<file path="src/rtl/mem_access_unit.sv">
// mem_access_unit: single-outstanding load/store unit between pipeline and byte-addressed data memory.
// Optional MEM_MISALIGN_TRAP_EN rejects misaligned half/word accesses without touching memory.
module mem_access_unit #(
  parameter int NUM_BITS  = 32,
  parameter int NUM_DIREC = 7
) (
  input  logic                  i_clk,
  input  logic                  i_reset,
  input  logic                  i_req_valid,
  output logic                  o_req_ready,
  input  logic                  i_req_we,
  input  logic [1:0]            i_req_size,
  input  logic                  i_req_unsigned,
  input  logic [NUM_DIREC-1:0]  i_req_addr,
  input  logic [NUM_BITS-1:0]   i_req_wdata,
  output logic                  o_resp_valid,
  input  logic                  i_resp_ready,
  output logic [NUM_BITS-1:0]   o_resp_rdata,
  output logic                  o_misalign,
  output logic                  o_wr_protect,
  output logic                  o_mem_write_enable,
  output logic [NUM_BITS/8-1:0] o_mem_byte_enb,
  output logic [NUM_DIREC-1:0]  o_mem_direcc,
  output logic [NUM_BITS-1:0]   o_mem_data,
  input  logic [NUM_BITS-1:0]   i_mem_data
);
  localparam int NB = NUM_BITS / 8;
  typedef enum logic [1:0] {IDLE, ACCESS, RESP} state_t;
  state_t state_q, state_d;
  logic we_q, we_d, uns_q, uns_d, mis_q, mis_d, wp_q, wp_d;
  logic [1:0] size_q, size_d;
  logic [NUM_DIREC-1:0] addr_q, addr_d;
  logic [NUM_BITS-1:0] wdata_q, wdata_d, rdata_q, rdata_d, load_ext;
  logic misaligned, access;
`ifdef MEM_MISALIGN_TRAP_EN
  assign misaligned = (i_req_size == 2'b01 && i_req_addr[0]) || (i_req_size[1] && i_req_addr[1:0] != 2'b00);
`else
  assign misaligned = 1'b0;
`endif
  assign load_ext = size_q[1] ? i_mem_data :
                    size_q[0] ? {{(NUM_BITS-16){!uns_q && i_mem_data[15]}}, i_mem_data[15:0]} :
                                {{(NUM_BITS-8){!uns_q && i_mem_data[7]}}, i_mem_data[7:0]};
  always_comb begin
    state_d = state_q;
    we_d    = we_q;
    size_d  = size_q;
    uns_d   = uns_q;
    addr_d  = addr_q;
    wdata_d = wdata_q;
    rdata_d = rdata_q;
    mis_d   = mis_q;
    wp_d    = wp_q;
    if (state_q == IDLE && i_req_valid) begin
      we_d    = i_req_we;
      size_d  = i_req_size;
      uns_d   = i_req_unsigned;
      addr_d  = i_req_addr;
      wdata_d = i_req_wdata;
      rdata_d = '0;
      mis_d   = misaligned;
      wp_d    = 1'b0;
      state_d = misaligned ? RESP : ACCESS;
    end
    if (state_q == ACCESS) begin
      rdata_d = we_q ? '0 : load_ext;
      mis_d   = 1'b0;
      wp_d    = we_q && addr_q < NUM_DIREC'(4);
      state_d = RESP;
    end
    if (state_q == RESP && i_resp_ready) state_d = IDLE;
  end
  always_ff @(posedge i_clk) begin
    if (i_reset) begin
      state_q <= IDLE;
      we_q    <= 1'b0;
      size_q  <= '0;
      uns_q   <= 1'b0;
      addr_q  <= '0;
      wdata_q <= '0;
      rdata_q <= '0;
      mis_q   <= 1'b0;
      wp_q    <= 1'b0;
    end else begin
      state_q <= state_d;
      we_q    <= we_d;
      size_q  <= size_d;
      uns_q   <= uns_d;
      addr_q  <= addr_d;
      wdata_q <= wdata_d;
      rdata_q <= rdata_d;
      mis_q   <= mis_d;
      wp_q    <= wp_d;
    end
  end
  // Gating with i_reset kills the strobe in the very cycle an abort arrives.
  assign access             = state_q == ACCESS && !i_reset;
  assign o_req_ready        = state_q == IDLE;
  assign o_resp_valid       = state_q == RESP;
  assign o_resp_rdata       = rdata_q;
  assign o_misalign         = mis_q;
  assign o_wr_protect       = wp_q;
  assign o_mem_write_enable = access && we_q;
  assign o_mem_byte_enb     = !access ? '0 : size_q[1] ? '1 : size_q[0] ? NB'(3) : NB'(1);
  assign o_mem_direcc       = addr_q;
  assign o_mem_data         = wdata_q;
endmodule

</file>
<file path="config.mk">
export PLATFORM = sky130hd
export DESIGN_NAME = mem_access_unit
export DESIGN_NICKNAME = d
export VERILOG_FILES = /design/src/rtl/mem_access_unit.sv
export SDC_FILE = /design/constraint.sdc
export NUM_CORES = 1
export LEC_CHECK = 0
export CAP_MARGIN = 20
export CELL_PAD_IN_SITES_DETAIL_PLACEMENT = 2
export CELL_PAD_IN_SITES_GLOBAL_PLACEMENT = 2
export CORE_ASPECT_RATIO = 1.25
export CORE_MARGIN = 1
export CORE_UTILIZATION = 23
export CTS_BUF_LIST = sky130_fd_sc_hd__clkbuf_4 sky130_fd_sc_hd__clkbuf_8
export DETAILED_ROUTE_END_ITERATION = 6
export PLACE_DENSITY_LB_ADDON = 0.1
export SYNTH_ARGS = -nofsm -noshare
export SYNTH_HDL_FRONTEND = slang
export SYNTH_SLANG_ARGS = --single-unit
</file>
<file path="constraint.sdc">
create_clock -name i_clk -period 1.6 [get_ports i_clk]
set_input_delay 0.24 -clock i_clk [delete_from_list [all_inputs] [get_ports i_clk]]
set_output_delay 0.24 -clock i_clk [all_outputs]
set_load 0.03 [all_outputs]
</file>
==> results of run 1 <==
-- state kept, by name, indices dropped and copies added (netlist names) --
name	cells
o_resp_rdata	32
o_wr_protect	1
o_mem_data	32
state_q	2
o_mem_direcc	7
uns_q	1
we_q	1
size_q	2
-- cell type report --
class                           instances  area (µm²)  area share (%)
Sequential cell                        78        1564           30.11
Clock inverter                          4       95.09           1.830
Multi-Input combinational cell        177        1318           25.36
Clock buffer                           11       145.1           2.794
Inverter                                2       7.507          0.1445
Timing Repair Buffer                  191        1861           35.81
Tap cell                              164       205.2           3.950
-- worst reg2reg max path: cells and delay by family, from the launching register on --
| family | cells | cell delay, ns |
|---|---|---|
| and+or+nand+nor | 2 | 0.28 |
| DFF | 1 | 0.33 |
| muxes | 1 | 0.23 |
| buffers and inverters | 4 | 0.65 |
-- timing repair --
item | in CTS | in global routing
pin swaps | 2 | 2
hold endpoints to repair | 0 | 0
setup buffers | 10 | 0
gates cloned | 0 | 3
resized for setup | 88 | 10
setup endpoints to repair | 93 | 35
-- Yosys cell counts --
cell and instances:
o22ai_1 1, buf_6 2, and3_1 15, nor4b_4 2
nor4b_1 2, and2_1 2, o31ai_1 1, buf_2 5
nand2b_1 1, clkbuf_1 9, conb_1 1, a211o_1 5
a22oi_1 9, nor2_1 64, nor3b_2 1, nor2b_1 5
dfxtp_1 78, a211o_2 10, buf_4 7, o2bb2ai_1 9
o21bai_4 1, nor3b_1 2, a21oi_1 2, mux2i_1 44
inv_1 2
-- cell families after synthesis --
kind of cell	count (synthesis)	share of synthesized area, %
AO/OA/AOI/OAI	38	11.26
buffers and inverters	25	4.782
flip-flops	78	52.81
multiplexers	44	14.90
other	1	0.1268
AND/OR/NAND/NOR	94	16.12
-- path summary, 6_finish.rpt --
path | start | endpoint | slack [ns]
max | state_q[1] | o_mem_byte_enb[1] | -0.04
min | o_resp_rdata[14] | o_resp_rdata[14] | 0.46
max reg2reg | state_q[0] | o_mem_data[5] | -0.01
min reg2reg | o_resp_rdata[14] | o_resp_rdata[14] | 0.46
-- routing by layer --
layer  share of wire (%)  vias up  GRT usage [%]
met2                  51       96          27.15
met5                   0        -              0
met3                 8.7        8          6.735
met4                0.97        0          4.971
met1                  39     1316          16.50
li1                    -     1323              -
-- report_power, final --
group          internal (mW)  switching, mW
Clock                   1.09          0.698
Sequential              2.06         0.0711
Combinational          0.541          0.554
Total                   3.68           1.32
==> reports/summary.txt, run 1 <==
x dimension of the die = 103.4 µm
violations in the final reports = setup timing
Mapped Area = 0.002957 mm²
register area share after synthesis = 52.81%
Synth area leader = dfxtp_1
post-place setup slack = -0.2426 ns
master cell of the clock root buffer = clkbuf_8
syn nets = 359
CP max FO = 5
Post-DP Area = 0.004795 mm²
number of setup violations in the final report = 5
initial core utilization = 23.98%
# IOs = 159
routability-driven placement congestion ratio = 0.6202
delay of the slowest cell on the worst path = 0.33 ns
leakage power = 2.518 nW
most frequent CP cell = buf_6
die extent in y = 128.8 µm
type of element capturing the critical path = primary output
slowest stage cell on the critical path = dfxtp_2
largest delay contributor family on the critical path = buffers and inverters
overall routing resource usage = 15.50%
maximum number of pins on one net before global-route repair = 30
drt first-iter violations = 79
vias in the first global route = 3018
total iterations of the first detailed-routing run = 3
endpoint required time on the critical path = 1.36 ns
gr ovfl total = 0
number of max-cap violations = 0
antenna diode instance count = 0
post-detailed-routing wire length = 10.22 mm
Distinct cells, synth = 25
highest attainable clock frequency = 0.6090 GHz
Register-to-Register Path Depth = 7
clock tree from TritonCTS = done
deepest level of the CTS H-tree = 3
Mapped Cells = 280
leading post-synthesis cells by cell area = dfxtp_1 53%, mux2i_1 15%, nor2_1 8.1%, a211o_2 3.4%, and3_1 3.2%
worst setup margin = -0.04212 ns
initial antenna violation count = 0
Final Max Slew Viols = 0
Syn Area/Cell = 10.56 µm²
fin cells = 627
CP bufs+invs = 3
DP Cell Count = 599
sort of element at the start of the critical path = flop
area of the core = 0.01233 mm²
Final Net Count = 538
area share of the largest cell type after synthesis = 52.81%
number of hold-slack violations in the final timing report = 0
Hold Slack = 0.4620 ns
number of CTS-inserted buffers = 9
row count = 45
total clock sinks = 78
Hold Crit Class = flop to flop
Data arrival, critical path = 1.40 ns
Synth-to-Final Area Change = 75.71%
flip-flop and latch count after synthesis = 78
Pwr per Cell Area = 963.6 mW/mm²
leading cell types in the layout, fill and taps excluded = 77 x clkdlybuf4s50_1, 76 x dfxtp_1, 72 x dlygate4sd2_1, 63 x nor2_1, 41 x mux2i_1
status = complete, but fails checks
overall power of the completed layout = 5.006 mW
Setup TNS = -0.1096 ns
most common cell after layout, fill and taps aside = clkdlybuf4s50_1
worst vdd rail ir drop = 0.0004394 V
post-CTS clock slew at the launch and capture registers of the worst setup and hold paths = 0.07 ns
logic depth of the worst path, buffers included = 5
Layout Skew = 0.01064 ns
total via count after detailed routing = 2743
total of hold buffers inserted after clock tree synthesis = 0
min Tclk post-route = 1.642 ns
number of stages on the worst hold path = 1
fill cell total of the finished layout = 1342
worst-path cell chain = buf_6 > nor3b_4 > buf_6 > nor2b_1 > buf_4
clock latency on the worst-skew pair = 0.35 ns
number of routed nets with antenna violations = 0
drt drc = 0
maximum count of clock buffers along a single path = 2
wire length per cell after detailed routing = 16.30 µm
final HPWL from detailed placement = 7.148 mm
IO buf count = 157
Warnings, synthesis = 0
ratio of cells with drive above 1 in the final layout = 17.71%
startpoint-to-endpoint class of the critical path = flop to primary output
first-pass GRT wire length = 15.50 mm
Post-Route Utilization = 42.13%
fin area = 0.005195 mm²
detail-routed via count per cell = 4.375
RSZ-0062 raised after global routing = yes
portion of the clock cycle consumed by the worst path in the final layout = 102.6%
die outline area = 0.01332 mm²
No activity file was read; power rests on OpenSTA's default activity.
==> run 2: changes to the inputs <==
--- a/config.mk
+++ b/config.mk
@@ -10,9 +10,11 @@
 export CELL_PAD_IN_SITES_GLOBAL_PLACEMENT = 2
 export CORE_ASPECT_RATIO = 1.25
 export CORE_MARGIN = 1
-export CORE_UTILIZATION = 23
+export CORE_UTILIZATION = 35
 export CTS_BUF_LIST = sky130_fd_sc_hd__clkbuf_4 sky130_fd_sc_hd__clkbuf_8
+export CTS_CLUSTER_SIZE = 8
 export DETAILED_ROUTE_END_ITERATION = 6
+export DONT_BUFFER_PORTS = 1
 export PLACE_DENSITY_LB_ADDON = 0.1
 export SYNTH_ARGS = -nofsm -noshare
 export SYNTH_HDL_FRONTEND = slang
==> constraint.sdc (replaced) <==
create_clock -name i_clk -period 2.1 [get_ports i_clk]
set_input_delay 0.315 -clock i_clk [delete_from_list [all_inputs] [get_ports i_clk]]
set_output_delay 0.315 -clock i_clk [all_outputs]
set_load 0.03 [all_outputs]
==> run 2 against run 1 <==
The flow finishes with violations (DRC). Highest routed layer unchanged. Non-clock buffer count down 176. Critical path depth down 2. First-iteration DRC count up 18%. Register-to-register slack better by 0.48 ns. Worst hold slack worse by 0.43 ns.
==> reports/summary.txt, run 2 (synthesis results as in run 1) <==
status = complete, but fails checks (unchanged)
violations in the final reports = DRC (was setup timing)
Pwr per Cell Area = 957.8 mW/mm² (was 963.6 mW/mm²)
endpoint required time on the critical path = 1.78 ns (was 1.36 ns)
maximum count of clock buffers along a single path = 2 (unchanged)
Final Max Slew Viols = 0 (unchanged)
overall routing resource usage = 17.25% (was 15.50%)
Hold Crit Class = input pin to flop (was flop to flop)
clock tree from TritonCTS = done (unchanged)
number of setup violations in the final report = 0 (was 5)
min Tclk post-route = 1.891 ns
Setup TNS = 0 ns (was -0.1096 ns)
total of hold buffers inserted after clock tree synthesis = 0 (unchanged)
Data arrival, critical path = 1.58 ns (was 1.40 ns)
antenna diode instance count = 0 (unchanged)
total clock sinks = 78 (unchanged)
RSZ-0062 raised after global routing = no (was yes)
leakage power = 1.448 nW (was 2.518 nW)
Cell Int Power = 2.222 mW (was 3.683 mW)
Register-to-Register Path Depth = 4 (was 7)
clock latency on the worst-skew pair = 0.35 ns (about the same)
initial core utilization = 36.08% (was 23.98%)
area of the core = 0.008194 mm² (was 0.01233 mm²)
total iterations of the first detailed-routing run = 6 (was 3)
gr ovfl total = 0 (unchanged)
post-detailed-routing wire length = 7.362 mm (was 10.22 mm)
sort of element at the start of the critical path = flop (unchanged)
Hold Slack = 0.03241 ns (was 0.4620 ns)
final HPWL from detailed placement = 5.088 mm (was 7.148 mm)
Synth-to-Final Area Change = 9.776% (was 75.71%)
type of element capturing the critical path = primary output (unchanged)
relative slew slack = 60.80%
drt drc = 20 (was 0)
number of post-CTS setup repair buffers = 0 (was 10)
maximum number of pins on one net before global-route repair = 58 (was 30)
leading cell types in the layout, fill and taps excluded = 78 x dfxtp_1, 64 x nor2_1, 44 x mux2i_1, 15 x and3_1, 14 x buf_4 (was 77 x clkdlybuf4s50_1, 76 x dfxtp_1, 72 x dlygate4sd2_1, 63 x nor2_1, 41 x mux2i_1)
wire length per cell after detailed routing = 19.17 µm (was 16.30 µm)
post-CTS clock slew at the launch and capture registers of the worst setup and hold paths = 0.07 ns (about the same)
initial antenna violation count = 0 (unchanged)
Combinational Power Share = 8.9% (was 21.9%)
total via count after detailed routing = 2071 (was 2743)
startpoint-to-endpoint class of the critical path = flop to primary output (unchanged)
die outline area = 0.008821 mm² (was 0.01332 mm²)
Final Net Count = 362 (was 538)
Layout Skew = 0.005734 ns (was 0.01064 ns)
number of routed nets with antenna violations = 0 (unchanged)
worst-margin pin slew = 0.5859 ns
x dimension of the die = 84.21 µm (was 103.4 µm)
clock share of power = 33.3% (was 35.6%)
most common cell after layout, fill and taps aside = dfxtp_1 (was clkdlybuf4s50_1)
Switch Pwr = 0.8864 mW (was 1.323 mW)
first-pass GRT wire length = 11.38 mm (was 15.50 mm)
number of max-cap violations = 0 (unchanged)
routability-driven placement congestion ratio = 0.7002 (was 0.6202)
IO buf count = 0 (was 157)
vias in the first global route = 2052 (was 3018)
# IOs = 159 (unchanged)
drt first-iter violations = 93 (was 79)
master cell of the clock root buffer = clkbuf_8 (unchanged)
net switching share of the total power = 28.51% (was 26.42%)
die extent in y = 104.8 µm (was 128.8 µm)
detail-routed via count per cell = 5.393 (was 4.375)
sequential share of power = 57.8% (was 42.5%)
ratio of cells with drive above 1 in the final layout = 16.38% (was 17.71%)
worst vdd rail ir drop = 0.0004169 V (was 0.0004394 V)
CP max FO = 10 (was 5)
number of stages on the worst hold path = 1 (unchanged)
fill cell total of the finished layout = 888 (was 1342)
Post-Route Utilization = 39.61% (was 42.13%)
highest attainable clock frequency = 0.5289 GHz
deepest level of the CTS H-tree = 3 (unchanged)
number of hold-slack violations in the final timing report = 0 (unchanged)
portion of the clock cycle consumed by the worst path in the final layout = 90.04%
number of CTS-inserted buffers = 9 (unchanged)
row count = 37 (was 45)
[run 2: cell count changes in the layout (fill, tap and decap cells not counted), sizes merged]
cell,previous run,this run
dlygate4sd2,72,0
buf,38,15
bufinv,3,0
clkdlybuf4s50,77,0
clkbuf,15,14
[run 2: through the flow]
step | instance area (µm²) | total power, mW | cells | worst slack (ns)
after floorplan | 2957 | 2.058 | 280 | 0.4303
after global placement | 3057 | 2.105 | 368 | 0.5006
after detailed placement | 3057 | 2.115 | 368 | 0.4170
after CTS | 3236 | 3.173 | 383 | 0.02644
after global routing | 3246 | 3.266 | 384 | 0.05525
final | 3246 | 3.109 | 384 | 0.2092
[run 2: repair_timing]
action	4_1_cts	5_1_grt
setup endpoints to repair	0	4
hold endpoints to repair	0	0
resized for setup	0	1
[run 2: layout make-up]
| class | instances | area (µm²) | share of cell area [%] |
|---|---|---|---|
| clock buffer | 14 | 173.9 | 5.359 |
| clock inverter | 1 | 5.005 | 0.1542 |
| inverter | 2 | 7.507 | 0.2313 |
| multi-input combinational | 177 | 1266 | 39.01 |
| sequential | 78 | 1562 | 48.11 |
| tap | 97 | 121.4 | 3.739 |
| timing repair buffer | 15 | 110.1 | 3.392 |
[run 2: critical path: stages (launching register included)]
cell     delay (ns)
dfxtp_1        0.56
nor3b_2        0.32
and2_1         0.18
buf_4          0.16
[run 2: path summary, 6_finish.rpt]
check,start,to,slack [ns]
setup / recovery,state_q[0],o_mem_byte_enb[3],0.21
hold reg to reg,size_q[0],size_q[0],0.61
hold / removal,i_reset,size_q[1],0.03
setup reg to reg,state_q[1],o_resp_rdata[27],0.47
[run 2: power groups by stage]
stage          registers, mW  logic (mW)  clock network [mW]
2_1_floorplan           1.80       0.256                   0
3_3_place_gp            1.83       0.274                   0
3_5_place_dp            1.83       0.283                   0
4_1_cts                 1.80       0.284                1.09
5_1_grt                 1.81       0.310                1.15
6_report                1.80       0.277                1.03
[run 2: per-layer routing]
layer,routed length [µm],vias up,track usage [%]
li1,-,971,-
met1,2855,993,19.03
met2,3609,94,27.34
met3,725,13,7.741
met4,172,0,9.975
met5,0,-,0
==> run 3: changes to the inputs <==
--- a/config.mk
+++ b/config.mk
@@ -8,7 +8,7 @@
 export CAP_MARGIN = 20
 export CELL_PAD_IN_SITES_DETAIL_PLACEMENT = 2
 export CELL_PAD_IN_SITES_GLOBAL_PLACEMENT = 2
-export CORE_ASPECT_RATIO = 1.25
+export CORE_ASPECT_RATIO = 1.4
 export CORE_MARGIN = 1
 export CORE_UTILIZATION = 35
 export CTS_BUF_LIST = sky130_fd_sc_hd__clkbuf_4 sky130_fd_sc_hd__clkbuf_8
==> run 3 against run 2 <==
The run now ends clean. Routed wire length up 1.1%. Die area about the same. Clock power up 27%. Fmax down 3.8%. Power up 8.9%. Design area up 2.2%. Combinational power up 1%. Critical endpoint is now o_mem_byte_enb[2].
==> reports/summary.txt, run 3 (synthesis results as in run 1) <==
status = completed (was complete, but fails checks)
total iterations of the first detailed-routing run = 4 (was 6)
ratio of cells with drive above 1 in the final layout = 15.73% (was 16.38%)
worst vdd rail ir drop = 0.0004982 V (was 0.0004169 V)
worst-path cell chain = nor3b_1 > and2_1 > buf_12 (was nor3b_2 > and2_1 > buf_4)
RSZ-0062 raised after global routing = no (unchanged)
row count = 39 (was 37)
gr ovfl total = 0 (unchanged)
Combinational Power Share = 8.3% (was 8.9%)
overall power of the completed layout = 3.384 mW (was 3.109 mW)
Final Net Count = 360 (was 362)
number of hold-slack violations in the final timing report = 0 (unchanged)
overall routing resource usage = 17.23% (was 17.25%)
maximum number of pins on one net before global-route repair = 58 (unchanged)
CP bufs+invs = 1 (unchanged)
endpoint required time on the critical path = 1.78 ns (about the same)
total clock sinks = 78 (unchanged)
drt first-iter violations = 64 (was 93)
startpoint-to-endpoint class of the critical path = flop to primary output (unchanged)
type of element capturing the critical path = primary output (unchanged)
number of post-CTS setup repair buffers = 0 (unchanged)
initial antenna violation count = 0 (unchanged)
clock share of power = 38.6% (was 33.3%)
die outline area = 0.008824 mm² (was 0.008821 mm²)
antenna diode instance count = 0 (unchanged)
Pwr per Cell Area = 1021 mW/mm² (was 957.8 mW/mm²)
Hold Crit Class = input pin to flop (unchanged)
total of hold buffers inserted after clock tree synthesis = 0 (unchanged)
Final Max Slew Viols = 0 (unchanged)
die extent in y = 110.8 µm (was 104.8 µm)
largest delay contributor family on the critical path = simple AND/OR/NAND/NOR gates (was flip-flops)
relative slew slack = 43.94% (was 60.80%)
master cell of the clock root buffer = clkbuf_8 (unchanged)
x dimension of the die = 79.68 µm (was 84.21 µm)
routability-driven placement congestion ratio = 0.6816 (was 0.7002)
initial core utilization = 36.07% (was 36.08%)
post-detailed-routing wire length = 7.442 mm (was 7.362 mm)
number of routed nets with antenna violations = 0 (unchanged)
number of setup violations in the final report = 0 (unchanged)
wire length per cell after detailed routing = 19.18 µm (was 19.17 µm)
highest attainable clock frequency = 0.5089 GHz (was 0.5289 GHz)
slowest stage cell on the critical path = nor3b_1 (was dfxtp_1)
total via count after detailed routing = 2098 (was 2071)
number of CTS-inserted buffers = 9 (unchanged)
clock tree from TritonCTS = done (unchanged)
vias in the first global route = 2294 (was 2052)
worst-margin pin slew = 0.8373 ns (was 0.5859 ns)
clock latency on the worst-skew pair = 0.35 ns (about the same)
IO buf count = 0 (unchanged)
deepest level of the CTS H-tree = 3 (unchanged)
net switching share of the total power = 26.77% (was 28.51%)
portion of the clock cycle consumed by the worst path in the final layout = 93.58% (was 90.04%)
Synth-to-Final Area Change = 12.15% (was 9.776%)
Setup TNS = 0 ns (unchanged)
drt drc = 0 (was 20)
sort of element at the start of the critical path = flop (unchanged)
area of the core = 0.008198 mm² (was 0.008194 mm²)
CP max FO = 10 (unchanged)
leading cell types in the layout, fill and taps excluded = 78 x dfxtp_1, 64 x nor2_1, 44 x mux2i_1, 15 x and3_1, 12 x clkbuf_8 (was 78 x dfxtp_1, 64 x nor2_1, 44 x mux2i_1, 15 x and3_1, 14 x buf_4)
Cell Int Power = 2.478 mW (was 2.222 mW)
maximum count of clock buffers along a single path = 2 (unchanged)
most common cell after layout, fill and taps aside = dfxtp_1 (unchanged)
Switch Pwr = 0.9060 mW (was 0.8864 mW)
detail-routed via count per cell = 5.407 (was 5.393)
post-CTS clock slew at the launch and capture registers of the worst setup and hold paths = 0.08 ns (was 0.07 ns)
leakage power = 1.468 nW (was 1.448 nW)
min Tclk post-route = 1.965 ns (was 1.891 ns)
Data arrival, critical path = 1.65 ns (was 1.58 ns)
delay of the slowest cell on the worst path = 0.47 ns (was 0.56 ns)
sequential share of power = 53.0% (was 57.8%)
Layout Skew = 0.006396 ns (was 0.005734 ns)
post-CTS sizing = 0 (unchanged)
final HPWL from detailed placement = 5.243 mm (was 5.088 mm)
number of max-cap violations = 0 (unchanged)
# IOs = 159 (unchanged)
first-pass GRT wire length = 11.48 mm (was 11.38 mm)
==> run 3: final timing paths <==
| path | startpoint | to | slack (ns) | depth (start not counted) |
|---|---|---|---|---|
| worst max-delay path | state_q[1] | o_mem_byte_enb[2] | 0.13 | 3 |
| worst min-delay path | i_reset | o_resp_rdata[7] | 0.03 | 1 |
| worst max register to register | state_q[1] | o_resp_rdata[28] | 0.33 | 3 |
| worst min register to register | size_q[0] | size_q[0] | 0.60 | 2 |
==> run 3: per-layer routing <==
metal / GRT usage (%) / wire, µm
met1: 16.37 / 2699
met2: 30.09 / 3769
met3: 6.584 / 764
met4: 10.91 / 208
met5: 0 / 0
==> run 3: stage by stage <==
| step | utilization [%] | hold slack [ns] | worst slack [ns] | cell area, µm² | std cells |
|---|---|---|---|---|---|
| after floorplan | - | 0.4622 | 0.4303 | 2957 | 280 |
| after CTS | 40.38 | 0.01425 | 0.08598 | 3311 | 387 |
| after global routing | 40.45 | 0.003729 | 0.04168 | 3316 | 388 |
| after global placement | 37.48 | 0.3985 | 0.3558 | 3073 | 371 |
| after detailed placement | 37.48 | 0.4010 | 0.3139 | 3073 | 371 |
| final | 40.45 | 0.03132 | 0.1348 | 3316 | 388 |
==> run 3: power groups by stage <==
stage	registers (mW)	logic [mW]	clock network [mW]
2_1_floorplan	1.80	0.256	0
3_3_place_gp	1.83	0.278	0
6_report	1.80	0.281	1.31
5_1_grt	1.81	0.313	1.42
4_1_cts	1.80	0.289	1.36
3_5_place_dp	1.83	0.288	0
==> run 3: area by class of cell <==
type / count / area [µm²]
Fill cell: 899 / 4882
Sequential cell: 78 / 1562
Multi-Input combinational cell: 177 / 1261
Clock buffer: 13 / 172.7
Tap cell: 102 / 127.6
Timing Repair Buffer: 13 / 120.1
Clock inverter: 3 / 65.06
Inverter: 2 / 7.507
